File: src/rtl/draw_player_if.sv
// VGA stream bundle shared by the background and sprite stages.
// One modport per direction of travel through a stage.
interface vga_if;
    logic [10:0] vcount;
    logic        vsync;
    logic        vblnk;
    logic [10:0] hcount;
    logic        hsync;
    logic        hblnk;
    logic [11:0] rgb;

    modport in (
        input vcount,
        input vsync,
        input vblnk,
        input hcount,
        input hsync,
        input hblnk,
        input rgb
    );

    modport out (
        output vcount,
        output vsync,
        output vblnk,
        output hcount,
        output hsync,
        output hblnk,
        output rgb
    );
endinterface

File: src/rtl/draw_player.sv
// Player sprite overlay: 3-clk pipeline around a 1-cycle sprite ROM.
// Position/facing/blink are latched on vblnk rise so a frame never tears.
module draw_player #(
    parameter int          SPRITE_W    = 48,
    parameter int          SPRITE_H    = 64,
    parameter int          ADDR_W      = 12,
    parameter logic [11:0] TRANSPARENT = 12'hF0F
) (
    input  logic              clk,
    input  logic              rst,
    input  logic [10:0]       pos_x,
    input  logic [10:0]       pos_y,
    input  logic              facing_left,
    input  logic              blink_en,
    output logic [ADDR_W-1:0] pixel_addr,
    input  logic [11:0]       rom_rgb,
    vga_if.in                 vga_in,
    vga_if.out                vga_out
);

    typedef struct packed {
        logic [10:0] vcount;
        logic        vsync;
        logic        vblnk;
        logic [10:0] hcount;
        logic        hsync;
        logic        hblnk;
        logic [11:0] rgb;
    } vga_t;

    vga_t s0;
    vga_t d1;
    vga_t d2;

    logic [10:0] px_q;
    logic [10:0] py_q;
    logic        face_q;
    logic        blink_q;
    logic [2:0]  frame_cnt;
    logic        latched_valid;
    logic        vblnk_prev;
    logic        show_d1;
    logic        show_d2;

    logic              vblnk_rise;
    logic [11:0]       x_end;
    logic [11:0]       y_end;
    logic              in_spr;
    logic              show;
    logic [10:0]       rel_x;
    logic [10:0]       rel_y;
    logic [10:0]       col;
    logic [ADDR_W-1:0] addr_c;

    always_comb begin
        s0 = '{
            vcount: vga_in.vcount,
            vsync:  vga_in.vsync,
            vblnk:  vga_in.vblnk,
            hcount: vga_in.hcount,
            hsync:  vga_in.hsync,
            hblnk:  vga_in.hblnk,
            rgb:    vga_in.rgb
        };
    end

    assign vblnk_rise = vga_in.vblnk && !vblnk_prev;

    // 12-bit ends so a sprite near column 2047 cannot wrap to column 0
    assign x_end = {1'b0, px_q} + 12'(SPRITE_W);
    assign y_end = {1'b0, py_q} + 12'(SPRITE_H);

    assign in_spr = !vga_in.hblnk && !vga_in.vblnk &&
                    ({1'b0, vga_in.hcount} >= {1'b0, px_q}) &&
                    ({1'b0, vga_in.hcount} <  x_end) &&
                    ({1'b0, vga_in.vcount} >= {1'b0, py_q}) &&
                    ({1'b0, vga_in.vcount} <  y_end);

    assign rel_x = vga_in.hcount - px_q;
    assign rel_y = vga_in.vcount - py_q;
    assign col   = face_q ? (11'(SPRITE_W - 1) - rel_x) : rel_x;

    assign addr_c = ADDR_W'(rel_y) * ADDR_W'(SPRITE_W) + ADDR_W'(col);

    // latched_valid keeps the reset-time origin position from drawing
    assign show = in_spr && latched_valid && !(blink_q && frame_cnt[2]);

    always_ff @(posedge clk or posedge rst) begin
        if (rst) begin
            px_q           <= '0;
            py_q           <= '0;
            face_q         <= 1'b0;
            blink_q        <= 1'b0;
            frame_cnt      <= '0;
            latched_valid  <= 1'b0;
            vblnk_prev     <= 1'b0;
            d1             <= '0;
            d2             <= '0;
            show_d1        <= 1'b0;
            show_d2        <= 1'b0;
            pixel_addr     <= '0;
            vga_out.vcount <= '0;
            vga_out.vsync  <= 1'b0;
            vga_out.vblnk  <= 1'b0;
            vga_out.hcount <= '0;
            vga_out.hsync  <= 1'b0;
            vga_out.hblnk  <= 1'b0;
            vga_out.rgb    <= '0;
        end else begin
            vblnk_prev <= vga_in.vblnk;
            if (vblnk_rise) begin
                px_q          <= pos_x;
                py_q          <= pos_y;
                face_q        <= facing_left;
                blink_q       <= blink_en;
                frame_cnt     <= frame_cnt + 3'd1;
                latched_valid <= 1'b1;
            end

            d1         <= s0;
            show_d1    <= show;
            pixel_addr <= in_spr ? addr_c : '0;

            d2      <= d1;
            show_d2 <= show_d1;

            vga_out.vcount <= d2.vcount;
            vga_out.vsync  <= d2.vsync;
            vga_out.vblnk  <= d2.vblnk;
            vga_out.hcount <= d2.hcount;
            vga_out.hsync  <= d2.hsync;
            vga_out.hblnk  <= d2.hblnk;
            vga_out.rgb    <= (show_d2 && rom_rgb != TRANSPARENT) ?
                              rom_rgb : d2.rgb;
        end
    end

endmodule
File: src/flat_wrapper.sv
// flat-port wrapper written by rule: the top's interface ports become plain ports
module draw_player_flat 
#(
    parameter int          SPRITE_W    = 48,
    parameter int          SPRITE_H    = 64,
    parameter int          ADDR_W      = 12,
    parameter logic [11:0] TRANSPARENT = 12'hF0F
)
  (clk, rst, pos_x, pos_y, facing_left, blink_en, pixel_addr, rom_rgb, vga_in_vcount, vga_in_vsync, vga_in_vblnk, vga_in_hcount, vga_in_hsync, vga_in_hblnk, vga_in_rgb, vga_out_vcount, vga_out_vsync, vga_out_vblnk, vga_out_hcount, vga_out_hsync, vga_out_hblnk, vga_out_rgb);
  vga_if vga_in_i ();
  vga_if vga_out_i ();
  input  logic clk;
  input  logic rst;
  input  logic [10:0] pos_x;
  input  logic [10:0] pos_y;
  input  logic facing_left;
  input  logic blink_en;
  output logic [ADDR_W-1:0] pixel_addr;
  input  logic [11:0] rom_rgb;
  input wire logic [$bits(vga_in_i.vcount)-1:0] vga_in_vcount;
  input wire logic [$bits(vga_in_i.vsync)-1:0] vga_in_vsync;
  input wire logic [$bits(vga_in_i.vblnk)-1:0] vga_in_vblnk;
  input wire logic [$bits(vga_in_i.hcount)-1:0] vga_in_hcount;
  input wire logic [$bits(vga_in_i.hsync)-1:0] vga_in_hsync;
  input wire logic [$bits(vga_in_i.hblnk)-1:0] vga_in_hblnk;
  input wire logic [$bits(vga_in_i.rgb)-1:0] vga_in_rgb;
  output wire logic [$bits(vga_out_i.vcount)-1:0] vga_out_vcount;
  output wire logic [$bits(vga_out_i.vsync)-1:0] vga_out_vsync;
  output wire logic [$bits(vga_out_i.vblnk)-1:0] vga_out_vblnk;
  output wire logic [$bits(vga_out_i.hcount)-1:0] vga_out_hcount;
  output wire logic [$bits(vga_out_i.hsync)-1:0] vga_out_hsync;
  output wire logic [$bits(vga_out_i.hblnk)-1:0] vga_out_hblnk;
  output wire logic [$bits(vga_out_i.rgb)-1:0] vga_out_rgb;
  assign vga_in_i.vcount = vga_in_vcount;
  assign vga_in_i.vsync = vga_in_vsync;
  assign vga_in_i.vblnk = vga_in_vblnk;
  assign vga_in_i.hcount = vga_in_hcount;
  assign vga_in_i.hsync = vga_in_hsync;
  assign vga_in_i.hblnk = vga_in_hblnk;
  assign vga_in_i.rgb = vga_in_rgb;
  assign vga_out_vcount = vga_out_i.vcount;
  assign vga_out_vsync = vga_out_i.vsync;
  assign vga_out_vblnk = vga_out_i.vblnk;
  assign vga_out_hcount = vga_out_i.hcount;
  assign vga_out_hsync = vga_out_i.hsync;
  assign vga_out_hblnk = vga_out_i.hblnk;
  assign vga_out_rgb = vga_out_i.rgb;
  draw_player #(.SPRITE_W(SPRITE_W), .SPRITE_H(SPRITE_H), .ADDR_W(ADDR_W), .TRANSPARENT(TRANSPARENT)) u_core (.clk(clk), .rst(rst), .pos_x(pos_x), .pos_y(pos_y), .facing_left(facing_left), .blink_en(blink_en), .pixel_addr(pixel_addr), .rom_rgb(rom_rgb), .vga_in(vga_in_i), .vga_out(vga_out_i));
endmodule
File: config.mk
export PLATFORM = sky130hd
export DESIGN_NAME = draw_player_flat
export DESIGN_NICKNAME = d
export VERILOG_FILES = /design/src/rtl/draw_player_if.sv /design/src/rtl/draw_player.sv /design/src/flat_wrapper.sv
export SDC_FILE = /design/constraint.sdc
export NUM_CORES = 1
export LEC_CHECK = 0
export BUFFER_PORTS_ARGS = -buffer_cell sky130_fd_sc_hd__buf_2
export CAP_MARGIN = 10
export CORE_MARGIN = 4
export CORE_UTILIZATION = 50
export CTS_BUF_LIST = sky130_fd_sc_hd__clkbuf_4 sky130_fd_sc_hd__clkbuf_8 sky130_fd_sc_hd__clkbuf_16
export DETAILED_ROUTE_END_ITERATION = 8
export GPL_TIMING_DRIVEN = 0
export PLACE_DENSITY = 0.81
export SYNTH_ARGS = -nofsm -noshare
export SYNTH_HDL_FRONTEND = slang
export SYNTH_SLANG_ARGS = --single-unit
export TNS_END_PERCENT = 50
File: constraint.sdc
create_clock -name clk -period 5.58 [get_ports clk]
set_clock_uncertainty 0.1 [all_clocks]
set_input_delay 0.279 -clock clk [delete_from_list [all_inputs] [get_ports clk]]
set_output_delay 0.279 -clock clk [all_outputs]
set_load 0.01 [all_outputs]
==> reports/metrics.cfg <==
[outcome]
result_of_the_run=finished, final reports clean

[setup_path]
crit_path_start=vga_in_hcount[0]
worst-path-max-fanout=3
crit_path_frequent_cell=ha_1
crit_path_top_delay_cell=dlygate4sd3_1
slowest_delay_ns=0.52
cp_cell_sequence=dlygate4sd3_1, buf_2, inv_1, ha_1, inv_1, fa_1, a21o_1, a21oi_1, xnor2_1, ha_1, o21ai_0, ha_1, a21o_1, a21oi_1, nor2b_1, o21a_1, o41a_1, xnor2_1, nor2_1
critical_path_class=in2reg
worst_ep_required_time_ns=5.78
setup.worst_path.start_class=input port
critPathArrivalTime_ns=4.52
r2r-start=u_core.px_q[0]
worst_setup_path_end_kind=register
depth_of_the_worst_register_to_register_path=16

[clock_network]
clock_path_buffers=2
cts.repair_timing.setup_buffer_count=0
htree_levels=4
worstSkewPairLatency_ns=0.42
post_cts_resize_count=0
cts_tree=built
clock_root_buffer_master=clkbuf_16
numCtsBuffers=17
cts.reportedPaths.clkPinSlew_ns=0.06
clock_sinks=156

[min_path]
hold_path.class=in2reg
timing.hold.worst_path_depth=2
min_from=blink_en

[job]
cap_violations=0

[sta]
finalMaxSlewViolations=0
final_period_minus_worst_setup_slack_ns=4.32
report.final.setup_viol=0
period_share_pct=77.4
fin_ws_ns=1.26
whs_ns=0.0295
max_freq_mhz=232
slew_headroom_pct=58.9
timing_hold_violations_final=0
tightest_slew_ns=0.617
grt_setup_unrepaired=no

[floorplanning]
area_of_the_die_um2=14700
floorplan.initialDensity_pct=50.9
core_um2=12600
rows=41
die_width_um=121
ioPinCount=126
die_h_um=121

[final_layout]
drive_gt1_share_pct=25.3
growth_of_design_area_from_synthesis_to_finish_pct=34.5
most_common_cell_after_layout_fill_and_taps_aside=dfrtp_1
antennaDiodeCount=0
most-common-layout-cells=dfrtp_1, buf_2, dlygate4sd3_1
stdcell_area_um2=8610
final_net_count=849
post-route-util_pct=68.5

[synth]
synth-seq-cells=156
synth_top_family_by_area=adder cells
synth.yosys.seq_area_share_pct=61.0
synth-compound-area-share_pct=9.47
yosysUniqueCellTypes=46
post_synth_fa_ha_maj_area_fraction_pct=11.2
synth_simple_gate_area_share_pct=7.18
synth_area_leader_cell=dfrtp_1
synth_edf_count=0
yosysWarningCount=0
synth_area_leaders=dfrtp_1, ha_1, xnor2_1, nand2_1, mux2_2
post_synthesis_instance_area_um2=6400
syn_area_per_cell_um2=12.7
post_synth_inst_count=505
synth_top_area_share_pct=61.0
yosys_most_used_dff=dfrtp_1
post_synth_xor_area_fraction_pct=6.18
synth_mux_area_share_pct=2.29
syn_nets=636
synth_async_sr_flop_share_pct=100

[pwr]
seq_power_share_pct=34.4
sw_frac_of_total_pct=29.4
power.internal_mw=2.55
p_per_area_nw_per_um2=420
pwr-share-comb_pct=30.8
switching_power_mw=1.06
irDropWorstVdd_mv=0.351
pwr-share-clk_pct=34.8
power_leakage_nw=4.17

[route]
totalWireLength_mm=13.8
drt_first_pass_iters=4
routed-via-count=4466
drt-initial-drc-count=307
avgViaCountPerCell=4.95
drcViolationCount=0
ant_nets=0
wire_per_inst_um=15.3

[placement]
place_hpwl_mm=9.39
dpl_worst_slack_ns=1.51
finalWeightedCongestion=0.837
place.port_buffers=125
place_area_um2=7270

[grt]
grt.overflow.total=0
grt_first_pass_wirelength_mm=22.7
grt_util_all_layers_pct=20.1
grt_pass1_vias=4751
largest_net_degree_at_the_start_of_global_routing=109
number_of_antenna_violations_at_the_first_check_in_global_routing=0

-- routing by layer --
metal | part of all wire [%] | global-route usage, % | vias up
li1 | - | - | 2139
met1 | 43 | 25.5 | 2169
met2 | 50 | 33.2 | 132
met3 | 5.1 | 5.31 | 26
met4 | 2.2 | 7.72 | 0
met5 | 0 | 0 | -
-- critical path, delay by kind of cell --
family,cells,cell delay (ns)
and+or+nand+nor,2,0.16
AOI/OAI and AO/OA,7,1.67
buffers and inverters,4,0.78
adders and majority gates,4,1.21
xor gates and xnor gates,2,0.41
-- kinds of logic (layout without fill, tap and decap cells) --
group           count (synthesis)  after routing
mux                            13             13
simple gates                  100            100
fa+ha+maj                      55             55
xor+xnor                       42             42
compound gates                 96             96
buf+inv                        43            269
flops                         156            156
-- final cells by class --
type                       count  area [µm²]
inverter                      35         136
buffer                         8        37.5
fill                         846        3960
timing repair buffer         194        1330
tap                          172         215
clock inverter                14         215
sequential                   156        3900
clock buffer                  18         439
multi-input combinational    306        2320
-- metrics by stage --
stage | TNS (ns) | cells | total power, mW
4_1_cts | 0 | 902 | 3.64
2_1_floorplan | 0 | 505 | 2.09
6_report | 0 | 903 | 3.62
3_3_place_gp | -52.22 | 802 | 2.28
5_1_grt | 0 | 903 | 3.85
3_5_place_dp | 0 | 803 | 2.32
-- registers in the layout, summed over array words and instances (netlist names) --
name,count
u_core.d1,38
u_core.d2,38
u_core.pixel_addr,12
u_core.vga_out.rgb,12
u_core.px_q,11
u_core.py_q,11
u_core.vga_out.hcount,11
u_core.vga_out.vcount,11
u_core.frame_cnt,3
u_core.blink_q,1
u_core.face_q,1
u_core.latched_valid,1
u_core.show_d1,1
u_core.show_d2,1
u_core.vga_out.hblnk,1
u_core.vga_out.hsync,1
u_core.vga_out.vblnk,1
u_core.vga_out.vsync,1
-- Yosys cell counts (all sizes together) (4+ instances only) --
cell	number
nor2	26
clkbuf	7
nor2b	5
xnor2	30
o21ai	31
mux2	13
nand2	46
fa	4
a21o	13
xor2	10
a211oi	5
a21oi	26
o21bai	4
dfrtp	156
ha	51
nor3	5
inv	35
-- path summary, 6_finish.rpt --
path / slack, ns / end
max: 1.26 / u_core.pixel_addr[11]
min: 0.03 / u_core.blink_q
max reg2reg: 1.48 / u_core.pixel_addr[11]
min reg2reg: 0.25 / u_core.show_d2
max in group asynchronous: 4.22 / u_core.vga_out.vcount[2]
min in group asynchronous: 0.33 / u_core.vga_out.hcount[4]
-- power by group through the flow --
stage | combinational (mW) | sequential [mW] | clock (mW)
after global placement | 1.02 | 1.26 | 0
final | 1.11 | 1.25 | 1.26
after floorplan | 0.822 | 1.27 | 0
after detailed placement | 1.06 | 1.26 | 0
after global routing | 1.25 | 1.25 | 1.34
after CTS | 1.11 | 1.25 | 1.28
-- repair_timing --
item | 4_1_cts | 5_1_grt
hold buffers | 67 | 1
endpoints found under the hold margin | 114 | 1
endpoints found under the setup margin | 0 | 0
No activity file was read; power rests on OpenSTA's default activity.
